<file path="config.mk">
export PLATFORM = sky130hd
export DESIGN_NAME = slice_share_sched
export DESIGN_NICKNAME = d
export VERILOG_FILES = /design/src/rtl/slice_share_pkg.sv /design/src/rtl/rr_arbiter.sv /design/src/rtl/slice_share_sched.sv
export SDC_FILE = /design/constraint.sdc
export NUM_CORES = 1
export LEC_CHECK = 0
export BUFFER_PORTS_ARGS = -buffer_cell sky130_fd_sc_hd__buf_4
export CORE_ASPECT_RATIO = 1.2
export CORE_UTILIZATION = 35
export DETAILED_ROUTE_END_ITERATION = 7
export PLACE_DENSITY = 0.68
export SKIP_LAST_GASP = 1
export SLEW_MARGIN = 20
export SYNTH_ARGS = -nofsm -noshare
export SYNTH_HDL_FRONTEND = slang
export SYNTH_SLANG_ARGS = --single-unit
</file>
<file path="constraint.sdc">
create_clock -name clk -period 2.05 [get_ports clk]
set_input_delay 0.41 -clock clk [delete_from_list [all_inputs] [get_ports clk]]
set_output_delay 0.41 -clock clk [all_outputs]
set_load 0.005 [all_outputs]
</file>
<file path="src/rtl/slice_share_pkg.sv">
// Shared types and default sizing for the time-multiplexed slice scheduler.
// Scheduler sequencing states plus the default requester count and slice width.
package slice_share_pkg;

    typedef enum logic [1:0] {
        IDLE  = 2'd0,
        ISSUE = 2'd1,
        RESP  = 2'd2
    } state_e;

    localparam int DEFAULT_NUM_REQ = 3;
    localparam int DEFAULT_SLICE_W = 12;

endpackage

</file>
<file path="src/rtl/rr_arbiter.sv">
// Round-robin pick: first asserted request searching upward from rr_ptr, wrapping.
// Latency: purely combinational, zero cycles.
// Backpressure: none; the caller decides when a grant is honoured.
module rr_arbiter #(
    parameter int NUM_REQ = 3,
    parameter int IDX_W   = 2
) (
    input  logic [NUM_REQ-1:0] req,
    input  logic [IDX_W-1:0]   rr_ptr,
    output logic [NUM_REQ-1:0] gnt,
    output logic [IDX_W-1:0]   gnt_idx,
    output logic               any
);

    always_comb begin
        logic [IDX_W:0] idx;
        gnt     = '0;
        gnt_idx = '0;
        any     = 1'b0;
        idx     = '0;
        for (int k = 0; k < NUM_REQ; k++) begin
            // rr_ptr + k stays below 2*NUM_REQ, so one conditional subtract wraps it.
            idx = {1'b0, rr_ptr} + (IDX_W+1)'(k);
            if (idx >= (IDX_W+1)'(NUM_REQ)) begin
                idx = idx - (IDX_W+1)'(NUM_REQ);
            end
            if (!any && req[idx[IDX_W-1:0]]) begin
                any                   = 1'b1;
                gnt[idx[IDX_W-1:0]]   = 1'b1;
                gnt_idx               = idx[IDX_W-1:0];
            end
        end
    end

endmodule

</file>
<file path="src/rtl/slice_share_sched.sv">
// Shares one slice datapath among NUM_REQ requesters, granted round-robin.
// Latency: accept at t, registered result with rsp_valid pulse at t+2, next accept at t+3.
// Backpressure: req_ready only in IDLE; no response backpressure (one-cycle rsp_valid pulse).
module slice_share_sched
    import slice_share_pkg::*;
#(
    parameter int  NUM_REQ = DEFAULT_NUM_REQ,
    parameter int  SLICE_W = DEFAULT_SLICE_W,
    localparam int IDX_W   = $clog2(NUM_REQ)
) (
    input  logic                       clk,
    input  logic                       rst,
    input  logic [NUM_REQ-1:0]         req_valid,
    output logic [NUM_REQ-1:0]         req_ready,
    input  logic [NUM_REQ*SLICE_W-1:0] req_a,
    input  logic [NUM_REQ*SLICE_W-1:0] req_b,
    output logic [SLICE_W-1:0]         slice_a,
    output logic [SLICE_W-1:0]         slice_b,
    input  logic [SLICE_W-1:0]         slice_c,
    output logic [NUM_REQ-1:0]         rsp_valid,
    output logic [SLICE_W-1:0]         rsp_data,
    output logic                       busy
);

    state_e               state;
    state_e               state_nxt;
    logic [IDX_W-1:0]     rr_ptr;
    logic [IDX_W-1:0]     gnt_idx;
    logic [SLICE_W-1:0]   op_a;
    logic [SLICE_W-1:0]   op_b;
    logic [SLICE_W-1:0]   rsp_data_q;
    logic                 accept;

    logic [NUM_REQ-1:0]   arb_gnt;
    logic [IDX_W-1:0]     arb_idx;
    logic                 arb_any;

    rr_arbiter #(
        .NUM_REQ (NUM_REQ),
        .IDX_W   (IDX_W)
    ) u_arb (
        .req     (req_valid),
        .rr_ptr  (rr_ptr),
        .gnt     (arb_gnt),
        .gnt_idx (arb_idx),
        .any     (arb_any)
    );

    always_ff @(posedge clk) begin
        if (rst) begin
            state <= IDLE;
        end else begin
            state <= state_nxt;
        end
    end

    always_comb begin
        state_nxt = state;
        req_ready = '0;
        rsp_valid = '0;
        busy      = 1'b0;
        accept    = 1'b0;
        case (state)
            IDLE: begin
                // Never advertise ready while reset is being applied.
                req_ready = arb_gnt & {NUM_REQ{~rst}};
                accept    = arb_any;
                if (arb_any) begin
                    state_nxt = ISSUE;
                end
            end
            ISSUE: begin
                busy      = 1'b1;
                state_nxt = RESP;
            end
            RESP: begin
                busy = 1'b1;
                for (int i = 0; i < NUM_REQ; i++) begin
                    rsp_valid[i] = (gnt_idx == IDX_W'(i));
                end
                state_nxt = IDLE;
            end
            default: begin
                state_nxt = IDLE;
            end
        endcase
    end

    always_ff @(posedge clk) begin
        if (rst) begin
            rr_ptr     <= '0;
            gnt_idx    <= '0;
            op_a       <= '0;
            op_b       <= '0;
            rsp_data_q <= '0;
        end else begin
            if (accept) begin
                op_a    <= req_a[int'(arb_idx)*SLICE_W +: SLICE_W];
                op_b    <= req_b[int'(arb_idx)*SLICE_W +: SLICE_W];
                gnt_idx <= arb_idx;
            end
            if (state == ISSUE) begin
                rsp_data_q <= slice_c;
            end
            // Explicit compare keeps the wrap correct for non-power-of-two NUM_REQ.
            if (state == RESP) begin
                rr_ptr <= (gnt_idx == IDX_W'(NUM_REQ-1)) ? '0 : gnt_idx + 1'b1;
            end
        end
    end

    assign slice_a  = op_a;
    assign slice_b  = op_b;
    assign rsp_data = rsp_data_q;

endmodule

</file>
Word level (Yosys, flattened, before mapping)
Cells that the tools add are included.
{"block": "word_totals", "wordCells": 74, "out_inout_bits": 43, "inputBits": 89, "ff_bits": 42}
{"block": "op_classes", "n_reduce_logical": 10, "mul": 1, "n_eq_ne": 5, "n_bitwise": 4, "addsub": 6, "order_cmp": 9, "mux": 31, "shifts": 2}
{"operator": "$shiftx A36 B32 Y12", "count": 1}
{"operator": "$shiftx A36 B7 Y12", "count": 1}
{"operator": "$mux W2", "count": 8}
{"operator": "$mux W3", "count": 5}
{"operator": "$mux W1", "count": 11}
{"operator": "$lt A2 B3 Y1 const B", "count": 3}
{"operator": "$bmux W1 S2", "count": 3}
{"operator": "$demux W1 S2", "count": 3}
{"operator": "$ge A2 B1 Y1 const B", "count": 3}
{"operator": "$ge A3 B2 Y1 const B", "count": 2}
{"operator": "$or A3 B3 Y3", "count": 2}
{"operator": "$sub A2 B2 Y2 const B", "count": 3}
{"operator": "$logic_and A1 B1 Y1", "count": 5}
{"operator": "$eq A2 B1 Y1 const B", "count": 2}
{"operator": "$eq A2 B2 Y1 const B", "count": 2}
{"operator": "$logic_not A2 Y1", "count": 2}
{"operator": "$mul A2 B2 Y4 const B", "count": 1}
{"operator": "$pmux W2 S2", "count": 1}
{"operator": "$add A2 B1 Y3 const B", "count": 1}
{"operator": "$add A2 B2 Y3 const B", "count": 1}
{"operator": "$and A3 B3 Y3", "count": 1}
{"operator": "$add A2 B1 Y2 const B", "count": 1}
{"operator": "$ge A2 B2 Y1 const B", "count": 1}
{"operator": "$logic_not A1 Y1", "count": 2}
{"operator": "3 further kinds", "count": 3}

Logic depth before layout (Yosys ltp)
{"block": "depth", "word_depth": 13, "depth_mapped": 11, "ltp_nobuf": 8}

Hierarchy
Synthesis repeated with hierarchy kept, for this count alone.
{"block": "unflattened", "hier_cells": 256, "hier_area_um2": 2446.1}
{"module": "slice_share_sched", "seq_area_each_um2": 840.8, "area_each_um2": 2164.6, "cells_per_inst": 215, "n_inst": 1}
{"module": "rr_arbiter", "seq_area_each_um2": 0.0, "area_each_um2": 281.5, "cells_per_inst": 41, "n_inst": 1}

Least setup slack after synthesis
OpenSTA, ideal clock, no wires.
{"block": "synth_timing", "kind": "register to register", "start": "register rr_ptr[1]", "end": "register op_a[4] (netlist: slice_a[4])", "setup_ns": 0.073, "synth_period_minus_slack_ns": 2.287, "required_time_ns": 1.977, "n_path_buf": 3, "setup_slack_ns": -0.237, "path_stages_with_launch": 12, "arrival_ns": 2.214, "cell_sequence": "dfxtp_1 inv_1 ha_1 buf_6 mux2_4 mux2_4 o31ai_4 and2_1 buf_6 buf_12 nand2_2 o211ai_2"}
{"block": "synth_between", "elab_chain_cells": 13, "elab_cells_between_ends": 30, "cone_classes": "add/sub (5); mul (1); order compare (3); shift (1); mux (16); reduce/logical (4)"}
{"element": "start: declaration", "line": "slice_share_sched.sv:27", "text": "logic [IDX_W-1:0] rr_ptr;"}
{"element": "start signal: assignment", "line": "slice_share_sched.sv:107", "text": "rr_ptr <= (gnt_idx == IDX_W'(NUM_REQ-1)) ? '0 : gnt_idx + 1'b1;"}
{"element": "branches (longest 13 deep; another with $mul A2 B2 Y4)"}
{"element": "end signal: assignment", "line": "slice_share_sched.sv:98", "text": "op_a <= req_a[int'(arb_idx)*SLICE_W +: SLICE_W];"}
{"element": "end: declaration", "line": "slice_share_sched.sv:29", "text": "logic [SLICE_W-1:0] op_a;"}
Parallel ways; which one is timed is not known. The select of a mux whose other input is x is not followed.
A chain may end at the register's enable or synchronous reset.

Worst setup path after layout
{"block": "layout_timing", "start": "register rr_ptr[1]", "end": "output port req_ready[0]"}
{"block": "layout_between", "elab_chain_cells": 13, "elab_cells_between_ends": 45, "cone_classes": "add/sub (5); order compare (9); mux (21); bitwise (3); reduce/logical (7)"}
{"element": "$add A2 B1 Y3 (tied with other cells)", "line": "rr_arbiter.sv:23", "text": "idx = {1'b0, rr_ptr} + (IDX_W+1)'(k);"}
{"element": "$ge A3 B2 Y1 (tied with other cells)", "line": "rr_arbiter.sv:24", "text": "if (idx >= (IDX_W+1)'(NUM_REQ)) begin"}
{"element": "$mux W2 (tied with other cells)", "line": "rr_arbiter.sv:24"}
{"element": "$lt A2 B3 Y1 (implied by the code) (tied with other cells)", "line": "rr_arbiter.sv:29", "text": "gnt[idx[IDX_W-1:0]] = 1'b1;"}
{"element": "$logic_and A1 B1 Y1 (implied by the code) (tied with other cells)", "line": "rr_arbiter.sv:29"}
{"element": "$mux W1 (implied by the code) (tied with other cells)", "line": "rr_arbiter.sv:29"}
{"element": "$demux W1 S2 (tied with other cells)"}
{"element": "$or A3 B3 Y3 (no source line) or $mux W1 (tied branches)"}
{"element": "$mux W3 or $logic_not A1 Y1 (tied branches)", "line": "rr_arbiter.sv:27", "text": "if (!any && req[idx[IDX_W-1:0]]) begin"}
{"element": "$or A3 B3 Y3 (no source line) or $logic_and A1 B1 Y1 (tied branches)"}
{"element": "$mux W3 (*)", "line": "rr_arbiter.sv:27"}
{"element": "$and A3 B3 Y3 (*)", "line": "slice_share_sched.sv:66", "text": "req_ready = arb_gnt & {NUM_REQ{~rst}};"}
{"element": "$mux W3 (*)", "line": "slice_share_sched.sv:63", "text": "case (state)"}
{"element": "end: declaration", "line": "slice_share_sched.sv:14", "text": "output logic [NUM_REQ-1:0] req_ready,"}
Every way passes the cells marked *; elsewhere a longest branch is shown, timed or not. The select of a mux whose other input is x is not followed.

==> flow_summary.yaml <==
floorplanning:
  start_util_pct: 36.00
  core_um2: 6813
  rows: 33
  die_area_um2: 7347
  die_w_um: 78.41
  die_y_um: 93.70
  ioPinCount: 132
sta:
  rsz0062_at_grt: "true"
  finalWorstSetupSlack_ns: -0.2984
  maxSlewViolCount: 0
  relSlewSlack_pct: 77.10
  post-route-min-period_ns: 2.348
  max_freq_mhz: 425.8
  setup_viol: 29
  holdWs_ns: 0.3450
  tightest_slew_ns: 0.3435
  clock_skew_ns: 0.007310
  hold_viol: 0
  fin_crit_sh_pct: 114.6
  setup-tns-final_ns: -7.228
worst_setup_path:
  crit_path_top_delay_cell: "dfxtp_2"
  arrival_ns: 1.94
  cp_max_fo: 5
  start_kind: "register"
  critPathKind: "reg -> out"
  end_kind: "output pin"
  critPathMaxStageDelay_ns: 0.33
  path_cells: "inv_2 > ha_4 > mux2_4 > mux2i_4 > buf_6 > nand2_2 > a21oi_2 > nor3_1 > buf_4"
  worstPathRequired_ns: 1.64
run_status:
  status: "complete, but fails checks"
  violations: "negative setup slack"
synth:
  seq_area_frac_synth_pct: 34.29
  synth_nets: 346
  synth.area.top_cells: "dfxtp_1, mux2i_1, o211ai_2"
  synth_ff_type: "dfxtp_1"
  synth.avg_cell_area_um2: 9.849
  synth_cell_types: 47
  synth_warnings: 0
  synth_top_cell_by_area: "dfxtp_1"
  synth_top_area_share_pct: 34.29
  synth.most_common_cell: "dfxtp_1"
  synth_edf_count: 0
  ys_ff_latch: 42
  syn_inst: 249
  yosys-top-cells-count: "dfxtp_1, mux2i_1, nor2_1, a32oi_1, nand4_1"
  synthArstFlopShare_pct: 0
  syn_area_um2: 2452
power:
  vdd_drop_max_v: 0.0004139
  power_switching_uw: 1084
  p_seq_share_pct: 33.1
  p_comb_share_pct: 45.7
  switching_share_pct: 33.33
  clock_power_share_pct: 21.2
  p_leak_uw: 0.002154
  power.density_nw_per_um2: 755.1
  fin_total_pwr_uw: 3253
  p_int_uw: 2169
grt:
  grt_pass1_wl_um: 11850
  grt_pass1_vias: 2498
  track_usage_pct: 20.64
  globalRouteOverflowTotal: 0
  antenna_found_initial: 0
  grt_max_degree: 21
placed_design:
  portBuffers: 131
  hpwl_um: 5362
  place_congestion: 0.8836
  place_area_um2: 3750
route:
  wire_per_inst_um: 15.51
  routed_via_density: 5.099
  drc: 0
  vias: 2565
  drtAntennaViolNets: 0
  wl_um: 7801
  drt-pass1-iter-count: 4
  drt_iter0_markers: 112
finish:
  drive_gt1_share_pct: 62.26
  fillCellCount: 600
  final_design_area_no_fill_um2: 4308
  area_growth_pct: 75.66
  nets: 512
  antennaDiodeCount: 0
clocking:
  path_clk_slew_ns: 0.09
  cts_root_buf: "clkbuf_8"
  ctsLongestPathBuffers: 2
  ctsHoldBuffers: 0
  worst_skew_pair.late_latency_ns: 0.29
  cts_made_buffers: 5
  numClockSinks: 42
  tritoncts: "yes"
  cts_max_level: 2
job:
  maxCapViolCount: 0
hold_path:
  holdCritPathClass: "in -> reg"
-- final timing paths --
| check | from | to | slack, ns | depth (start not counted) |
|---|---|---|---|---|
| min | slice_c[5] | rsp_data[5]$_SDFFE_PP0N_ | 0.35 | 3 |
| min reg2reg | slice_a[0]$_SDFFE_PP0P_ | slice_a[0]$_SDFFE_PP0P_ | 0.48 | 2 |
| max reg2reg | rr_ptr[1]$_SDFFE_PP0P_ | slice_b[11]$_SDFFE_PP0P_ | -0.27 | 10 |
| max | rr_ptr[1]$_SDFFE_PP0P_ | req_ready[0] | -0.30 | 9 |
-- critical path, delay by kind of cell, from the launching register on --
family                     cells  cell delay [ns]
AOI/OAI and AO/OA              1             0.13
buffers and inverters          3             0.36
muxes                          2             0.54
DFF                            1             0.33
adders and majority gates      1             0.16
and+or+nand+nor                2             0.11
-- area by class of cell --
| cell class | count | area (µm²) | area share [%] |
|---|---|---|---|
| multi-input combinational | 180 | 1713 | 39.76 |
| timing repair buffer | 179 | 1499 | 34.80 |
| sequential | 42 | 843.3 | 19.58 |
| tap | 87 | 108.9 | 2.527 |
| clock buffer | 5 | 68.82 | 1.597 |
| clock inverter | 3 | 48.80 | 1.133 |
| inverter | 7 | 26.28 | 0.6099 |
-- stage by stage --
| stage | worst slack (ns) | util [%] | cells |
|---|---|---|---|
| 2_1_floorplan | -0.1037 | - | 249 |
| 3_5_place_dp | -0.08038 | 55.04 | 480 |
| 5_1_grt | -0.3659 | 63.23 | 503 |
| 4_1_cts | -0.2555 | 60.75 | 500 |
| 3_3_place_gp | -0.08927 | 55.04 | 480 |
| 6_report | -0.2984 | 63.23 | 503 |
-- cell families (layout without fill, tap and decap cells) --
family                     count (synthesis)  count (layout)  share of synthesized area, %
AOI/OAI and AO/OA                         58              58                         20.31
adders and majority gates                  8               8                         4.082
muxes                                     42              42                         18.11
buffers and inverters                     27             194                         7.194
and+or+nand+nor                           72              72                         16.02
DFF                                       42              42                         34.29
-- flip-flops by register name, summed over array words and instances (netlist names) --
name / flops
state: 2
slice_a: 12
rsp_data: 12
gnt_idx: 2
slice_b: 12
rr_ptr: 2
-- power by group through the flow --
stage	combinational [µW]	clock, µW	sequential [µW]
global placement	1210	0	1060
detailed placement	1220	0	1070
floorplan	670	0	1070
global route	1590	745	1090
CTS	1410	715	1050
finish	1490	691	1080
-- cell usage in the layout, fill, tap and decap left out, types with 2 or more instances in the layout --
cell / count
a21oi_1: 3
a21oi_2: 2
a32oi_1: 4
a32oi_2: 9
and2_1: 2
buf_12: 6
buf_16: 3
buf_4: 163
buf_6: 6
clkbuf_8: 5
dfxtp_1: 40
dfxtp_2: 2
ha_1: 6
ha_4: 2
inv_1: 6
mux2_4: 3
mux2i_1: 37
nand2_1: 5
nand2_2: 2
nand2_4: 11
nand2b_1: 2
nand4_1: 12
nor2_1: 18
nor2_4: 2
nor2b_1: 3
nor3_1: 3
nor3_2: 2
o211ai_1: 2
o211ai_2: 10
o21ai_1: 7
o21ai_2: 8
-- layer usage --
metal  track usage [%]  share of wire (%)  vias to the layer above
li1                  -                  -                     1247
met1             24.03                 39                     1224
met2             38.45                 55                       88
met3             3.786                5.2                        6
met4             5.247               0.86                        0
met5                 0                  0                        -
-- repair_timing --
action | 4_1_cts | 5_1_grt
setup buffers | 7 | 5
resized for setup | 29 | 26
setup endpoints to repair | 27 | 30
gates cloned | 5 | 0
pin swaps | 5 | 11
(Power assumes the default switching activity.)
